### src/rtl/fgp_tx.sv
// fgp_tx: builds one FGP frame payload (offset byte + packed colours)
// from the video cache RAM, pulled out one byte per readclk request.
module fgp_tx #(
  parameter int RAM_SIZE            = 16384,
  parameter int RAM_READ_LATENCY    = 2,
  parameter int COLOR_LEN           = 12,
  parameter int BYTE_LEN            = 8,
  parameter int FGP_DATA_LEN_COLORS = 512,
  localparam int AW = $clog2(RAM_SIZE)
) (
  input  logic                 clk,
  input  logic                 rst,
  input  logic                 start,
  input  logic [BYTE_LEN-1:0]  offset,
  input  logic                 readclk,
  output logic                 ram_readclk,
  output logic [AW-1:0]        ram_raddr,
  input  logic                 ram_outclk,
  input  logic [COLOR_LEN-1:0] ram_out,
  output logic                 outclk,
  output logic [BYTE_LEN-1:0]  out,
  output logic                 done
);

  localparam int DATA_BYTES =
    FGP_DATA_LEN_COLORS * COLOR_LEN / BYTE_LEN;
  localparam int ACC_W = COLOR_LEN + BYTE_LEN - 1;
  localparam int NBW   = $clog2(ACC_W + 1);
  localparam int CW    = $clog2(FGP_DATA_LEN_COLORS + 1);
  localparam int BCW   = $clog2(DATA_BYTES + 1);
  localparam int LW    = $clog2(RAM_READ_LATENCY + 2);

  typedef enum logic [1:0] {
    S_IDLE,
    S_OFFSET,
    S_DATA,
    S_FIN
  } state_t;

  state_t              r_state;
  logic [BYTE_LEN-1:0] r_offset;
  logic [AW-1:0]       r_base;
  logic [ACC_W-1:0]    r_acc;
  logic [NBW-1:0]      r_nbits;
  logic [CW-1:0]       r_issued;
  logic [BCW-1:0]      r_sent;
  logic                r_req;
  logic                r_busy;
  logic [LW-1:0]       r_blank;

  logic                w_active;
  logic                w_req;
  logic                w_avail;
  logic                w_emit;
  logic                w_emit_data;
  logic                w_last;
  logic                w_fill;
  logic                w_issue;
  logic [NBW-1:0]      w_sh;
  logic [ACC_W-1:0]    w_shifted;
  logic [BYTE_LEN-1:0] w_byte;

  // Byte availability, request matching and read-issue decisions.
  always_comb begin
    w_active    = (r_state == S_OFFSET) || (r_state == S_DATA);
    w_req       = w_active && (r_req || readclk);
    w_avail     = (r_state == S_OFFSET) ||
                  ((r_state == S_DATA) &&
                   (r_nbits >= NBW'(BYTE_LEN)));
    w_emit      = w_req && w_avail;
    w_emit_data = w_emit && (r_state == S_DATA);
    w_sh        = r_nbits - NBW'(BYTE_LEN);
    w_shifted   = r_acc >> w_sh;
    w_byte      = (r_state == S_OFFSET) ?
                  r_offset : w_shifted[BYTE_LEN-1:0];
    w_last      = (r_sent == BCW'(DATA_BYTES - 1));
    w_fill      = ram_outclk && r_busy;
    // r_blank keeps a new read from overlapping the reply of a read
    // aborted by start, so that reply can never be mistaken for ours.
    w_issue     = (r_state == S_DATA) && !r_busy &&
                  (r_blank == '0) &&
                  (r_issued < CW'(FGP_DATA_LEN_COLORS)) &&
                  (r_nbits <= NBW'(BYTE_LEN - 1));
  end

  // Frame FSM, RAM reader, bit accumulator and byte handshake.
  always_ff @(posedge clk) begin
    if (rst) begin
      r_state     <= S_IDLE;
      r_offset    <= '0;
      r_base      <= '0;
      r_acc       <= '0;
      r_nbits     <= '0;
      r_issued    <= '0;
      r_sent      <= '0;
      r_req       <= 1'b0;
      r_busy      <= 1'b0;
      r_blank     <= '0;
      ram_readclk <= 1'b0;
      ram_raddr   <= '0;
      outclk      <= 1'b0;
      out         <= '0;
      done        <= 1'b0;
    end else begin
      outclk      <= 1'b0;
      done        <= 1'b0;
      ram_readclk <= 1'b0;
      if (start) begin
        r_state  <= S_OFFSET;
        r_offset <= offset;
        r_base   <= AW'(offset) * AW'(FGP_DATA_LEN_COLORS);
        r_acc    <= '0;
        r_nbits  <= '0;
        r_issued <= '0;
        r_sent   <= '0;
        r_req    <= 1'b0;
        r_busy   <= 1'b0;
        r_blank  <= LW'(RAM_READ_LATENCY);
      end else begin
        if (r_blank != '0)
          r_blank <= r_blank - LW'(1);
        unique case (r_state)
          S_IDLE: begin
          end
          S_FIN: begin
            done    <= 1'b1;
            r_state <= S_IDLE;
          end
          default: begin
            if (w_emit) begin
              outclk <= 1'b1;
              out    <= w_byte;
              r_req  <= 1'b0;
              if (r_state == S_OFFSET) begin
                r_state <= S_DATA;
              end else begin
                r_sent <= r_sent + BCW'(1);
                if (w_last)
                  r_state <= S_FIN;
              end
            end else if (readclk) begin
              r_req <= 1'b1;
            end
            if (w_issue) begin
              ram_readclk <= 1'b1;
              ram_raddr   <= r_base + AW'(r_issued);
              r_issued    <= r_issued + CW'(1);
              r_busy      <= 1'b1;
            end else if (w_fill) begin
              r_busy <= 1'b0;
            end
            if (w_fill)
              r_acc <= {r_acc[ACC_W-COLOR_LEN-1:0], ram_out};
            if (w_fill && !w_emit_data)
              r_nbits <= r_nbits + NBW'(COLOR_LEN);
            else if (!w_fill && w_emit_data)
              r_nbits <= r_nbits - NBW'(BYTE_LEN);
            else if (w_fill && w_emit_data)
              r_nbits <= r_nbits + NBW'(COLOR_LEN - BYTE_LEN);
          end
        endcase
      end
    end
  end

endmodule

### config.mk
export PLATFORM = sky130hd
export DESIGN_NAME = fgp_tx
export DESIGN_NICKNAME = d
export VERILOG_FILES = /design/src/rtl/fgp_tx.sv
export SDC_FILE = /design/constraint.sdc
export NUM_CORES = 1
export LEC_CHECK = 0
export ABC_AREA = 1
export CAP_MARGIN = 20
export CORE_UTILIZATION = 66
export CTS_CLUSTER_SIZE = 12
export DETAILED_ROUTE_END_ITERATION = 10
export DONT_BUFFER_PORTS = 1
export GPL_TIMING_DRIVEN = 0
export PLACE_DENSITY_LB_ADDON = 0.15
export REMOVE_ABC_BUFFERS = 1
export SKIP_CTS_REPAIR_TIMING = 1
export SLEW_MARGIN = 25
export SYNTH_ARGS = -nofsm -noshare
export SYNTH_HDL_FRONTEND = slang
export SYNTH_SLANG_ARGS = --single-unit
### constraint.sdc
create_clock -name clk -period 2.9 [get_ports clk]
set_input_delay 0.58 -clock clk [delete_from_list [all_inputs] [get_ports clk]]
set_output_delay 0.58 -clock clk [all_outputs]
set_load 0.05 [all_outputs]
==> metrics.log <==
INFO  metric period_needed = 2.544 ns
INFO  metric max-slew-margin-rel = 54.98%
INFO  metric placementRows = 27
INFO  metric routed-via-count = 3197
INFO  metric rsz0062_at_grt = false
INFO  metric die_area = 5971 sq um
INFO  metric crit_path_max_incr_delay = roughly 0.56 ns
INFO  metric cellPowerDensity = 500.4 nW/um^2
INFO  metric post_synthesis_async_set_or_reset_flop_share = 0%
INFO  metric firstDrtPassIters = 5
INFO  metric path_cells = inv_1, ha_1, nand2_1, nand2_1, nand2_1, nand2_2, nand3_1, inv_1, nand3_1, o21ai_0, a21oi_1
INFO  metric pwr-share-seq = 57.7%
INFO  metric area.growth.synth_to_final = 5.052%
INFO  metric cts_tree = built
INFO  metric worst_r2r_path_depth = 11
INFO  metric timing.critical_path.arrival = approximately 2.8 ns
INFO  metric gp_congestion = approximately 0.81
INFO  metric vertical_die_dimension = 77.28 microns
INFO  metric crit_path_capture_type = flip-flop
INFO  metric first_pass_grt_wire_length = 13100 microns
INFO  metric place.port_buffers = 0
INFO  metric setup_ws = 0.3558 ns
INFO  metric syn_inst = 499
INFO  metric final_layout_size_suffix_gt1_share = 7.661%
INFO  metric ys_warn_count = 0
INFO  metric io_pins = 50
INFO  metric proportion_of_power_drawn_by_the_clock_network = 38.7%
INFO  metric syn-mean-instance-area = 7.495 sq um
INFO  metric report.final.hold_viol_count = 0
INFO  metric ys.flop_type = sky130_fd_sc_hd__dfxtp_1
INFO  metric insertedDiodeCount = 0
INFO  metric routed_via_density = between 5 and 6
INFO  metric yosysMostFrequentCell = sky130_fd_sc_hd__dfxtp_1
INFO  metric yosys_register_bits = 81
INFO  metric post_synth_most_frequent_cells = 81 x sky130_fd_sc_hd__dfxtp_1, 64 x sky130_fd_sc_hd__a21oi_1, 64 x sky130_fd_sc_hd__o21ai_0
INFO  metric cts.root.buffer_cell = sky130_fd_sc_hd__clkbuf_8
INFO  metric p_comb_share = 3.7%
INFO  metric max_cap_viol_count = 0
INFO  metric hold_path_startpoint = rst
INFO  metric hold_slack = between 0.2 and 0.3 ns
INFO  metric timing_worst_setup_path_type = flip-flop to flip-flop
INFO  metric synth_seq_area_share = between 40 and 50%
INFO  metric clock_path_buffers = 2
INFO  metric final_total_negative_setup_slack = 0 ns
INFO  metric placement_stage_worst_setup_slack = between 0.09 and 0.1 ns
INFO  metric yosys.cell_types.count = 34
INFO  metric achievable-frequency = 0.3931 GHz
INFO  metric worstSetupStartpoint = r_nbits[2]
INFO  metric yosys.area.top_type = sky130_fd_sc_hd__dfxtp_1
INFO  metric critical_path.slowest_cell = sky130_fd_sc_hd__dfxtp_2
INFO  metric skew = approximately 0.0086 ns
INFO  metric via_count_of_the_first_global_routing_pass = slightly below 3000
INFO  metric initial_antenna_violation_count = 0
INFO  metric synth_top_area_share = 43.36%
INFO  metric cts_sinks = 81
INFO  metric setup-violations-final = 0
INFO  metric h-tree-depth = 3
INFO  metric reg2reg_slack = about 0.36 ns
INFO  metric worst_r2r_startpoint = r_nbits[2]
INFO  metric gr-total-overflow = 0
INFO  metric net_switching_power = roughly 500 uW
INFO  metric routedWlPerCell = 13.87 microns
INFO  metric p_int = roughly 1.5 mW
INFO  metric final_design_area_no_fill = roughly 4000 sq um
INFO  metric gr-usage-all-layers = 27.75%
INFO  metric dp_hpwl = 5320 microns
INFO  metric worstPathRequired = 3.19 ns
INFO  metric hold_path_class = input pin to flip-flop
INFO  metric netlist_top_cells_area = sky130_fd_sc_hd__dfxtp_1 43%, sky130_fd_sc_hd__a21oi_1 8.6%, sky130_fd_sc_hd__o21ai_0 8.6%
INFO  metric cts.clk_slew.worst_paths = 0.09 ns
INFO  metric holdPathEnd = r_state[0]
INFO  metric clk-insertion-delay-late = ~0.36 ns
INFO  metric sw_frac_of_total = 24.87%
INFO  metric run_status = complete, no violations
INFO  metric grt_start_max_net_pins = 34
INFO  metric crit_path_frequent_cell = sky130_fd_sc_hd__nand2_1
INFO  metric final_nets = 528
INFO  metric cp_max_fo = 21
INFO  metric layout_worst_path_cycle_share = 87.73%
INFO  metric r2r_end = r_sent[6]
INFO  metric maxSlewViolCount = 0
INFO  metric routed_wirelength = 7880 microns
INFO  metric placeableCoreArea = 5473 sq um
INFO  metric placed_cell_area = 3734 sq um
INFO  metric timing.hold.worst_path_depth = 1
INFO  metric number_of_enable_type_register_cells_in_the_synthesized_netlist = 0
INFO  metric fill_cells = 458
INFO  metric power.ir.vdd_worst = 0.4185 mV
INFO  metric start_util = between 60% and 70%
INFO  metric leakage = 1.411 nW
INFO  metric worst_setup_path_start_kind = flip-flop
INFO  metric drcViolationCount = 0
INFO  metric ant_nets = 0
INFO  metric die_w = just under 80 microns
INFO  metric syn-cell-area = 3740 sq um
INFO  metric worst_slew_pin_slew = just under 0.7 ns
INFO  metric number_of_clock_buffers_inserted_by_tritoncts = 9
INFO  metric drt_first_iter_violations = 143
-- logic make-up (layout without fill, tap and decap cells) --
kind of cell,count (synthesis),count (layout),synth area share [%]
compound gates,152,152,21.81
xor+xnor,9,9,2.108
fa+ha+maj,12,12,4.015
buf+inv,88,85,9.735
flops,81,81,43.36
simple gates,157,157,18.97
-- metal layers --
metal | up-vias | track usage (%) | part of all wire (%)
met5 | - | 0 | 0
met4 | 0 | 12.64 | 2.1
met3 | 16 | 5.476 | 4.4
met2 | 77 | 46.37 | 47
met1 | 1467 | 34.25 | 46
li1 | 1637 | - | -
-- metrics by stage --
step	std cells	util (%)	total power, mW
after floorplan	479	-	1.212
after global placement	551	68.08	1.228
after detailed placement	551	68.22	1.230
after CTS	567	71.54	1.971
after global routing	568	71.79	2.031
final	568	71.79	1.966
-- cell type report --
type	instances	area [sq um]	area share, %
multi-input cells	330	1764	44.90
clock buffers	10	137.6	3.503
repair inverters	1	5.005	0.1274
clock inverters	6	43.79	1.115
flip-flops and latches	81	1624	41.34
inverters	68	264.0	6.720
well taps	72	90.09	2.293
-- worst max path at each step --
stage / end / slack [ns] / cells after the start
CTS: r_sent[6] / 0.08 / 11
finish: r_sent[6] / 0.36 / 11
detailed placement: r_sent[6] / 0.1 / 11
global placement: r_req / -0.87 / 3
global route: r_sent[6] / 0.08 / 11
floorplan: r_sent[3] / 0.51 / 4
-- sequential cells by signal (all words and copies together) (netlist names), 2 cells and up --
register / flops
out: 8
r_offset: 8
r_sent: 10
ram_raddr: 14
r_nbits: 3
r_acc: 19
r_issued: 10
r_blank: 2
r_state: 2
-- worst max-delay path: cells and delay by family, from the launching register on --
family	cells	cell delay [ns]
simple gates	6	0.84
buf+inv	2	0.55
flops	1	0.56
fa+ha+maj	1	0.28
compound gates	2	0.24
-- power by group through the flow --
| stage | sequential (mW) | combinational (mW) | clock [mW] |
|---|---|---|---|
| floorplan | 1.16 | 0.0544 | 0 |
| global placement | 1.16 | 0.0688 | 0 |
| detailed placement | 1.16 | 0.0708 | 0 |
| CTS | 1.13 | 0.0716 | 0.766 |
| global route | 1.14 | 0.0828 | 0.813 |
| finish | 1.13 | 0.0721 | 0.760 |
-- cells in the final DEF, fill, tap and decap left out, drive strengths merged --
cell type and instances:
clkinv 4, nand3 23, o211ai 8, o21a 1, o21ai 70, nor2 49
nor3 10, xnor2 3, a21oi 64, clkbuf 10, o31ai 2, a211oi 7
inv 65, xor2 6, nand2 65, or2 1, nand4 7, nor3b 1
nand3b 1, clkinvlp 6, dfxtp 81, ha 12
Note: power is estimated with default switching activity, not from simulation.
==> edit, RTL diff (config.mk and constraints unchanged) <==
Put one more register stage on the output `ram_raddr`, with the module's reset. The value now appears one clock later. The other outputs are not delayed to match.
--- a/src/rtl/fgp_tx.sv
+++ b/src/rtl/fgp_tx.sv
@@ -37,4 +37,6 @@
     S_FIN
   } state_t;
+
+  logic [AW-1:0] ram_raddr_s0;
 
   state_t              r_state;
@@ -98,5 +100,5 @@
       r_blank     <= '0;
       ram_readclk <= 1'b0;
-      ram_raddr   <= '0;
+      ram_raddr_s0 <= '0;
       outclk      <= 1'b0;
       out         <= '0;
@@ -144,5 +146,5 @@
             if (w_issue) begin
               ram_readclk <= 1'b1;
-              ram_raddr   <= r_base + AW'(r_issued);
+              ram_raddr_s0 <= r_base + AW'(r_issued);
               r_issued    <= r_issued + CW'(1);
               r_busy      <= 1'b1;
@@ -164,4 +166,12 @@
   end
 
+  always_ff @(posedge clk) begin
+    if (rst) begin
+      ram_raddr <= '0;
+    end else begin
+      ram_raddr <= ram_raddr_s0;
+    end
+  end
+
 endmodule
 
Behaviour: same outputs for any inputs over 4 cycles, from zero or initial values and one cycle with rst high; that may be too few to reach the edited logic, so the function may still have changed.
==> edit against the original RTL <==
- combinational power down 7.2%
- area after synthesis up 11%
- total power up 13%
- cell area up 10%
- sequential cell count up 14
- highest routed layer unchanged
- first-iteration DRC count up 29%
- clock skew up 0.0041 ns
- routed wire length up 3.7%
- setup slack better by 0.055 ns
- synthesized cell count up 12%
==> edit: results <==
group,metric,value,unit
outcome,outcome,"finished clean",
clock_network,root_buffer,"clkbuf_8",
place,placed_cell_area,0.00415,mm²
logic_synthesis,synth_common_cells,"95 x dfxtp_1, 82 x inv_1, 78 x nand2_1",
route,drc_errors,0,
route,routed_wirelength,8.17,mm
critical_path,max_stage_delay,0.70,ns
finish,reg.largest.list,"r_acc (19), ram_raddr (14), ram_raddr_s0 (14)",
logic_synthesis,synth_top_area_share,45.6,%
critical_path,arrival,2.79,ns
logic_synthesis,yosysSeqAreaShare,45.6,%
clock_network,clk_latency,0.36,ns
global_route,grt_pass1_wl,13.3,mm
logic_synthesis,synth_cell_types,31,
place,portBuffers,0,
place,gp_congestion,0.842,
global_route,overflow,0,
global_route,grt_max_degree,34,
critical_path,reg2reg_slack,0.41,ns
global_route,gr-usage-all-layers,26.3,%
global_route,antenna_found_initial,0,
min_path,worstHoldPathType,"in2reg",
min_path,whs_path_depth,1,
min_path,min_from,"rst",
clock_network,clkTransAtPathRegs,0.10,ns
clock_network,htreeDepth,3,
sta,tightestPinTransition,0.758,ns
logic_synthesis,ys_warn_count,0,
logic_synthesis,synthTopCellsByArea,"dfxtp_1 46%, inv_1 7.4%, nand2_1 7.0%",
finish,drive_above_1_share,5.23,%
finish,final_net_count,586,
critical_path,timing.rr.end,"out[2]",
clock_network,cts_buffer_depth,2,
critical_path,r2r_start,"r_nbits[3]",
min_path,min_to,"ram_raddr_s0[12]",
logic_synthesis,async_reset_ff_share,0,%
clock_network,cts_buffers,9,
logic_synthesis,ys.flop_type,"dfxtp_1",
route,firstDrtPassIters,4,
place,hpwl,5.59,mm
pwr,leakage,1.76,nW
finish,antenna_cells,0,
pwr,max-vdd-ir-drop,0.000377,V
route,num_vias,3469,
global_route,grt_pass1_vias,3065,
critical_path,cpMaxStageDelayCell,"dfxtp_1",
critical_path,crit_path_max_fanout,17,
sta,skew,0.0127,ns
route,drt_iter0_markers,185,
critical_path,rr_worst_depth,11,
-- edit: final cells by class --
cell class | instances | area [µm²]
sequential | 95 | 1900
multi-input combinational | 358 | 1830
fill | 482 | 1660
inverter | 85 | 319
clock buffer | 9 | 124
tap | 75 | 93.8
clock inverter | 7 | 61.3
-- edit: worst max-delay path, delay by kind of cell (launching register included) --
family | cells | cell delay, ns
AND/OR/NAND/NOR | 7 | 0.80
adder cells (fa/ha/maj) | 1 | 0.32
AO/OA/AOI/OAI | 1 | 0.11
buffers and inverters | 2 | 0.47
flip-flops | 1 | 0.70
-- edit: logic make-up after synthesis --
logic type,Yosys count,synth area share (%)
compound gates,138,17.7
xor+xnor,10,2.10
fa+ha+maj,12,3.60
buf+inv,108,10.5
flops,95,45.6
simple gates,198,20.4
-- edit: worst max-delay path by stage --
stage	startpoint	endpoint	slack, ns	depth (start not counted)
floorplan	r_nbits[3]	out[1]	0.96	11
global placement	r_nbits[3]	out[2]	0.53	11
detailed placement	r_nbits[3]	out[2]	0.44	11
CTS	r_state[1]	r_nbits[4]	0.43	10
global route	r_nbits[3]	out[2]	0.08	11
finish	r_nbits[3]	out[2]	0.41	11
-- edit: metrics by stage --
| step | util, % | hold slack (ns) | setup WS (ns) | cells |
|---|---|---|---|---|
| global route | 72.3 | 0.254 | 0.0847 | 629 |
| detailed placement | 69.2 | 0.409 | 0.443 | 613 |
| CTS | 72.3 | 0.266 | 0.425 | 629 |
| finish | 72.3 | 0.277 | 0.411 | 629 |
| global placement | 69.1 | 0.404 | 0.525 | 613 |
| floorplan | - | 0.400 | 0.960 | 538 |
-- edit: per-layer routing --
layer | global-route usage [%] | part of all wire, % | wire, µm | vias up
met1 | 32.8 | 47 | 3870 | 1578
met5 | 0 | 0 | 0 | -
met3 | 5.56 | 4.5 | 370 | 17
met2 | 43.4 | 46 | 3780 | 80
li1 | - | - | - | 1794
met4 | 12.0 | 1.9 | 156 | 0
-- edit: power by group --
group / switching (mW) / leakage [nW] / internal (mW)
sequential: 0.00853 / 0.767 / 1.31
combinational: 0.0465 / 0.895 / 0.0204
clock: 0.496 / 0.0945 / 0.332
